### config.mk
export PLATFORM = sky130hd
export DESIGN_NAME = obi_mem_arbiter
export DESIGN_NICKNAME = d
export VERILOG_FILES = /design/src/rtl/obi_mem_arbiter_pkg.sv /design/src/rtl/obi_mem_arbiter.sv
export SDC_FILE = /design/constraint.sdc
export NUM_CORES = 1
export LEC_CHECK = 0
export ABC_AREA = 1
export ABC_CLOCK_PERIOD_IN_PS = 2500
export CAP_MARGIN = 20
export CORE_AREA = 5 5 106 108
export DETAILED_ROUTE_END_ITERATION = 10
export DIE_AREA = 0 0 111 113
export GPL_ROUTABILITY_DRIVEN = 0
export GPL_TIMING_DRIVEN = 0
export PLACE_DENSITY = 0.63
export SLEW_MARGIN = 30
export SYNTH_ARGS = -nofsm -noshare
export SYNTH_HDL_FRONTEND = slang
export SYNTH_SLANG_ARGS = --single-unit
### constraint.sdc
create_clock -name clk_i -period 2.5 [get_ports clk_i]
set_input_delay 0.25 -clock clk_i [delete_from_list [all_inputs] [get_ports clk_i]]
set_output_delay 0.25 -clock clk_i [all_outputs]
set_load 0.02 [all_outputs]
### src/rtl/obi_mem_arbiter_pkg.sv
// Shared types and helpers for the OBI instruction/data to single-port SRAM arbiter.
package obi_arb_pkg;

    typedef enum logic [2:0] {
        RESP_NONE,
        RESP_MEM_I,
        RESP_MEM_D,
        RESP_ERR_I,
        RESP_ERR_D
    } resp_owner_e;

    localparam int unsigned STARVE_LIMIT_DEF = 4;

    // Address falls inside the SRAM window; mem_size must be a power of two.
    function automatic logic in_range(input logic [31:0] addr,
                                      input logic [31:0] mem_start,
                                      input logic [31:0] mem_size);
        return (addr & ~(mem_size - 32'd1)) == mem_start;
    endfunction

endpackage

### src/rtl/obi_mem_arbiter.sv
// Arbitrates the core's instruction and data OBI ports onto one single-port SRAM
// and steers each one-cycle-latency response back to the channel that owns it.
module obi_mem_arbiter
    import obi_arb_pkg::*;
#(
    parameter int unsigned MEM_SIZE     = 8192,
    parameter logic [31:0] MEM_START    = 32'h0000_0000,
    parameter int unsigned STARVE_LIMIT = STARVE_LIMIT_DEF
) (
    input  logic        clk_i,
    input  logic        rst_i,

    input  logic        instr_req_i,
    input  logic [31:0] instr_addr_i,
    output logic        instr_gnt_o,
    output logic        instr_rvalid_o,
    output logic [31:0] instr_rdata_o,
    output logic        instr_err_o,

    input  logic        data_req_i,
    input  logic        data_we_i,
    input  logic [3:0]  data_be_i,
    input  logic [31:0] data_addr_i,
    input  logic [31:0] data_wdata_i,
    output logic        data_gnt_o,
    output logic        data_rvalid_o,
    output logic [31:0] data_rdata_o,
    output logic        data_err_o,

    output logic        mem_req_o,
    output logic        mem_we_o,
    output logic [3:0]  mem_be_o,
    output logic [31:0] mem_addr_o,
    output logic [31:0] mem_wdata_o,
    input  logic        mem_rvalid_i,
    input  logic [31:0] mem_rdata_i,

    output logic        proto_err_o
);

    localparam logic [31:0] MEM_SIZE_W = 32'(MEM_SIZE);
    localparam logic [2:0]  STARVE_MAX = 3'(STARVE_LIMIT);

    resp_owner_e resp_q, resp_d;
    logic [2:0]  starve_cnt_q, starve_cnt_d;
    logic        proto_err_q, proto_err_d;

    logic data_wins;
    logic instr_in, data_in;
    logic resp_is_mem;

    always_comb begin
        // Data goes first when instruction is idle or data has waited long enough.
        data_wins   = data_req_i && (!instr_req_i || (starve_cnt_q == STARVE_MAX));
        instr_gnt_o = !rst_i && instr_req_i && !data_wins;
        data_gnt_o  = !rst_i && data_wins;
        instr_in    = in_range(instr_addr_i, MEM_START, MEM_SIZE_W);
        data_in     = in_range(data_addr_i, MEM_START, MEM_SIZE_W);

        mem_req_o   = 1'b0;
        mem_we_o    = 1'b0;
        mem_be_o    = 4'h0;
        mem_addr_o  = 32'h0;
        mem_wdata_o = 32'h0;
        resp_d      = RESP_NONE;

        if (instr_gnt_o) begin
            resp_d = instr_in ? RESP_MEM_I : RESP_ERR_I;
            if (instr_in) begin
                mem_req_o  = 1'b1;
                mem_be_o   = 4'hF;
                mem_addr_o = instr_addr_i;
            end
        end else if (data_gnt_o) begin
            resp_d = data_in ? RESP_MEM_D : RESP_ERR_D;
            if (data_in) begin
                mem_req_o   = 1'b1;
                mem_we_o    = data_we_i;
                mem_be_o    = data_be_i;
                mem_addr_o  = data_addr_i;
                mem_wdata_o = data_wdata_i;
            end
        end

        starve_cnt_d = 3'd0;
        if (data_req_i && !data_gnt_o) begin
            starve_cnt_d = (starve_cnt_q == STARVE_MAX) ? starve_cnt_q : starve_cnt_q + 3'd1;
        end

        resp_is_mem = (resp_q == RESP_MEM_I) || (resp_q == RESP_MEM_D);
        proto_err_d = proto_err_q
                    || (mem_rvalid_i && !resp_is_mem)
                    || (resp_is_mem && !mem_rvalid_i);
    end

    always_ff @(posedge clk_i) begin
        if (rst_i) begin
            resp_q       <= RESP_NONE;
            starve_cnt_q <= 3'd0;
            proto_err_q  <= 1'b0;
        end else begin
            resp_q       <= resp_d;
            starve_cnt_q <= starve_cnt_d;
            proto_err_q  <= proto_err_d;
        end
    end

    // Responses are silenced while reset is held so nothing outstanding leaks out.
    always_comb begin
        instr_rvalid_o = 1'b0;
        instr_rdata_o  = 32'h0;
        instr_err_o    = 1'b0;
        data_rvalid_o  = 1'b0;
        data_rdata_o   = 32'h0;
        data_err_o     = 1'b0;
        if (!rst_i) begin
            unique case (resp_q)
                RESP_MEM_I: begin
                    instr_rvalid_o = mem_rvalid_i;
                    instr_rdata_o  = mem_rdata_i;
                end
                RESP_MEM_D: begin
                    data_rvalid_o = mem_rvalid_i;
                    data_rdata_o  = mem_rdata_i;
                end
                RESP_ERR_I: begin
                    instr_rvalid_o = 1'b1;
                    instr_err_o    = 1'b1;
                end
                RESP_ERR_D: begin
                    data_rvalid_o = 1'b1;
                    data_err_o    = 1'b1;
                end
                default: ;
            endcase
        end
    end

    assign proto_err_o = proto_err_q;

endmodule

* Word level (Yosys, flattened, before mapping)
Index checks and enable logic that the tools add are counted.
** Operators by class
- Muxes and demuxes :: 34
- Multiply operators :: 0
- Divide/modulo/power cells :: 0
- Add/subtract/negate cells :: 1
- Magnitude comparators :: 0
- Shift operators :: 0
- Bitwise operators :: 1
- Eq/ne operators :: 5
- Reduce and logical (&&, ||, !) cells :: 20
** Operator list (count)
- $mux 32 :: 11
- $logic_not 32->1 :: 2
- $mux 4 :: 4
- $mux 1 :: 13
- $mux 3 :: 3
- $logic_and 1x1->1 :: 7
- $eq 3x2->1 const B :: 2
- $eq 3x3->1 const B :: 2
- $logic_not 1->1 :: 6
- $logic_or 1x1->1 :: 4
- $pmux 1 s2 :: 2
- $add 3x1->3 const B :: 1
- $eq 3x1->1 const B :: 1
- $mux 2 :: 1
- $reduce_or 2->1 :: 1
- $not 1->1 :: 1
** Storage, ports and cells
- Flip-flop bits (word level) :: 7
- Output and inout port bits :: 141
- Memory bits (writable) :: 0
- Logic and storage cells :: 64
- Latch bits :: 0
- Memories kept :: 0
- Bits in read-only memories :: 0

* Longest topological paths before layout
- Depth in word-level cells :: 8
- Depth in mapped cells :: 8

* Worst setup path after synthesis
No wires, ideal clock.
- Kind :: register to output
- Start point :: register starve_cnt_q[0]
- End point :: output mem_be_o[0]
- Arrival :: 1606 ps
- Cell stages (with the launch flop) :: 8
- Path buffers :: 1
- Slack :: 644 ps
- Path through :: dfxtp_1 > inv_1 > ha_1 > nand2_1 > a21oi_4 > nand4_1 > buf_2 > o21ai_0
** Between the ends
- Longest elaborated chain between the ends :: 6
- Elaborated cells on any way between the ends :: 8
** Ends and longest elaborated chain
- from (decl) :: RTL line obi_mem_arbiter.sv:45 : logic [2:0] starve_cnt_q, starve_cnt_d;
- from (signal assigned) :: RTL line obi_mem_arbiter.sv:103 : starve_cnt_q <= starve_cnt_d;
- $eq 3x3->1 * :: RTL line obi_mem_arbiter.sv:54 : data_wins = data_req_i && (!instr_req_i || (starve_cnt_q == STARVE_MAX));
- $logic_or 1x1->1 * :: RTL line obi_mem_arbiter.sv:54
- $logic_and 1x1->1 * :: RTL line obi_mem_arbiter.sv:54
- $logic_and 1x1->1 or $logic_not 1->1 (tied branches) :: RTL line obi_mem_arbiter.sv:56, obi_mem_arbiter.sv:55
- $mux 4 or $logic_and 1x1->1 (tied branches) :: RTL line obi_mem_arbiter.sv:74, obi_mem_arbiter.sv:55
- $mux 4 * :: RTL line obi_mem_arbiter.sv:67 : if (instr_gnt_o) begin
- to (decl) :: RTL line obi_mem_arbiter.sv:32 : output logic [3:0] mem_be_o,
Every way passes the cells marked *; elsewhere a longest branch is shown, timed or not.

* Worst setup path after layout
- Start point :: register resp_q[2]
- End point :: output data_rdata_o[13]
** Between the ends
- Longest elaborated chain between the ends :: 3
** Ends and longest elaborated chain
- from (decl) :: RTL line obi_mem_arbiter.sv:44 : resp_owner_e resp_q, resp_d;
- from (signal assigned) :: RTL line obi_mem_arbiter.sv:102 : resp_q <= resp_d;
- $eq 3x2->1 :: RTL line obi_mem_arbiter.sv:117 : unique case (resp_q)
- $mux 32 :: RTL line obi_mem_arbiter.sv:117
- $mux 32 :: RTL line obi_mem_arbiter.sv:116 : if (!rst_i) begin
- to (decl) :: RTL line obi_mem_arbiter.sv:27 : output logic [31:0] data_rdata_o,
No other way between the ends.

==> flow_summary.json <==
{
  "seqPwrFrac_pct": 15.8,
  "viasPerCell": 4.06,
  "min_path_cells": 1,
  "drt-total-wl_mm": 10.4,
  "fin_crit_ps": 2360,
  "synthMuxAreaShare_pct": 0,
  "arrival_ps": 2110,
  "root_buffer": "clkbuf_8",
  "synth_top_cell_by_area": "nor3_1",
  "synth_top_family_by_area": "simple AND/OR/NAND/NOR gates",
  "peakVddDrop_v": 0.000119,
  "synth.distinct_cells": 21,
  "critPathTopFamily": "buffers and inverters",
  "netlist.area_leader.share_pct": 19.8,
  "fin_total_pwr_w": 0.000759,
  "rows": 37,
  "wire_per_inst_microns": 13.7,
  "grtUsageTotal_pct": 15.5,
  "dpl_cell_area_sq_um": 4500,
  "min-delay-start": "starve_cnt_q[0]",
  "min_period_over_period_pct": 94.3,
  "slowest_stage": "clkdlybuf4s50_1",
  "overflow": 0,
  "ys_ff_latch": 7,
  "hold_violations": 0,
  "ys_seq_area_share_pct": 8.41,
  "hp-class": "flip-flop to flip-flop",
  "avgSynthCellArea_sq_um": 4.94,
  "core-area_sq_um": 10100,
  "antenna_found_initial": 0,
  "grt_start_max_net_pins": 11,
  "cap_violations": 0,
  "fmax_mhz": 424,
  "cp-startpoint": "resp_q[2]",
  "die_y_microns": 113,
  "reg2reg_depth": 8,
  "synth_compound_area_share_pct": 4.66,
  "worst-path-buf-inv": 3,
  "htreeDepth": 1,
  "clock_path_buffers": 2,
  "worstPathMaxFanout": 10,
  "syn_to_final_growth_pct": 170,
  "worst_ep_required_time_ps": 2250,
  "slew_viol_final": 0,
  "synth_fa_ha_area_share_pct": 1.50,
  "p_switching_w": 0.000249,
  "cts_tree": "done",
  "grt_pass1_wl_mm": 16.1,
  "max_stage_delay_ps": 650,
  "diodes": 0,
  "crit_cells": 5,
  "setup_viol": 0,
  "synth_cells": 337,
  "cts-buffers-inserted": 3,
  "ys.warnings.count": 0,
  "insertion_delay_ps": 230,
  "pre_cts_slack_ps": -371,
  "critPathKind": "flip-flop to output port",
  "p_leak_nw": 2.37,
  "cts.sinks": 7,
  "io_pins": 279,
  "synthesis.area_sq_um": 1670,
  "fin_util_pct": 44.4,
  "vias": 3073,
  "nets": 761,
  "drtAntennaViolNets": 0,
  "holdBufCountCts": 0,
  "start_util_pct": 16.4,
  "endpoint_kind": "output port",
  "grt_pass1_vias": 3187,
  "final_cell_area_sq_um": 4500,
  "die_w_microns": 111,
  "clk_pin_slew_worst_paths_ps": 40,
  "synthTopCellsByArea": "nor3_1 (20%), inv_1 (19%), nor2_1 (11%)",
  "worst_clock_skew_ps": 4.33,
  "power.density_nw_per_um2": 168,
  "rr_startpoint": "starve_cnt_q[0]",
  "fin_ws_ps": 143,
  "dp_hpwl_mm": 9.48,
  "comb_power_share_pct": 63.3,
  "path_cells": "inv_1, nand3_1, clkbuf_1, nor3_1, clkdlybuf4s50_1",
  "internal_power_w": 0.000510,
  "drc": 0,
  "synth_xor_area_share_pct": 0.526,
  "die_area_sq_um": 12500,
  "cp-start-kind": "flip-flop",
  "status": "completed",
  "dr.pass1.iters": 4,
  "p_clk_share_pct": 20.9,
  "p_sw_share_pct": 32.8,
  "port-buffer-count": 259,
  "drive_gt1_share_pct": 9.84,
  "grt_setup_unrepaired": "false",
  "synth-simple-area-share_pct": 51.4,
  "first_iter_violations": 115
}
-- registers in the layout, summed over array words and instances, names as in the netlist --
register      cells
starve_cnt_q      3
proto_err_o       1
resp_q            3
-- layout by cell type (no fill, tap or decap) --
master,netlist,final
buf_6,1,1
nand3_1,30,30
inv_2,1,2
nor3_1,66,66
nor2_2,9,10
nor2_1,50,48
buf_2,5,3
o21ai_1,0,2
clkbuf_8,0,3
a21oi_1,2,2
a21oi_4,1,1
dlymetal6s2s_1,0,6
nor2_4,0,1
clkbuf_2,0,15
clkdlybuf4s50_1,0,203
o22ai_1,1,1
buf_4,19,24
o21ai_0,9,7
clkbuf_1,14,9
dfxtp_1,7,7
nand2_1,30,30
ha_1,2,2
xnor2_1,1,1
dlygate4sd2_1,0,40
nand4_1,3,3
inv_1,84,83
conb_1,1,19
clkdlybuf4s15_2,0,1
-- per-stage QoR --
stage               hold slack (ps)  TNS (ps)  std cells
finish                          470         0        756
global route                    496         0        756
CTS                             475         0        756
detailed placement              470    -17290        750
global placement                429    -16590        750
floorplan                       406         0        355
-- Yosys cell counts --
library cell	count
inv_1	84
nor3_1	66
nor2_1	50
nand2_1	30
nand3_1	30
buf_4	19
clkbuf_1	14
nor2_2	9
o21ai_0	9
dfxtp_1	7
buf_2	5
nand4_1	3
a21oi_1	2
ha_1	2
a21oi_4	1
buf_1	1
buf_6	1
conb_1	1
inv_2	1
o22ai_1	1
xnor2_1	1
-- worst paths after layout --
kind / end / slack [ps]
setup / recovery: data_rdata_o[13] / 140
hold / removal: starve_cnt_q[0] / 470
setup reg to reg: resp_q[2] / 1010
hold reg to reg: starve_cnt_q[0] / 470
-- per-layer routing --
layer  global-route usage, %  routed length [microns]
met1                    14.9                     3460
met3                    6.63                     1210
met4                    3.37                      190
met2                    30.6                     5510
met5                       0                        0
-- cells by family after synthesis --
group | after synthesis
AND/OR/NAND/NOR | 188
XOR/XNOR | 1
buffers and inverters | 125
flip-flops | 7
AO/OA/AOI/OAI | 13
other | 1
adder cells (fa/ha/maj) | 2
-- power by group through the flow --
stage,logic (W),registers [W],clock network [W]
floorplan,0.000178,0.000123,0
global placement,0.000473,0.000121,0
detailed placement,0.000477,0.000122,0
CTS,0.000481,0.000120,0.000164
global route,0.000520,0.000121,0.000169
finish,0.000480,0.000120,0.000158
-- what timing repair did --
| action | 4_1_cts | 5_1_grt |
|---|---|---|
| gates resized for setup | 63 | 32 |
| setup buffers | 2 | 0 |
| setup endpoints to repair | 90 | 73 |
-- final cells by class --
class	count	area, sq um
Fill cell	1068	5640
Timing Repair Buffer	261	2530
Multi-Input combinational cell	223	1050
Inverter	85	319
Buffer	40	251
Tap cell	136	170
Sequential cell	7	140
Clock buffer	4	45.0
Power figures use the tool's default switching activity.
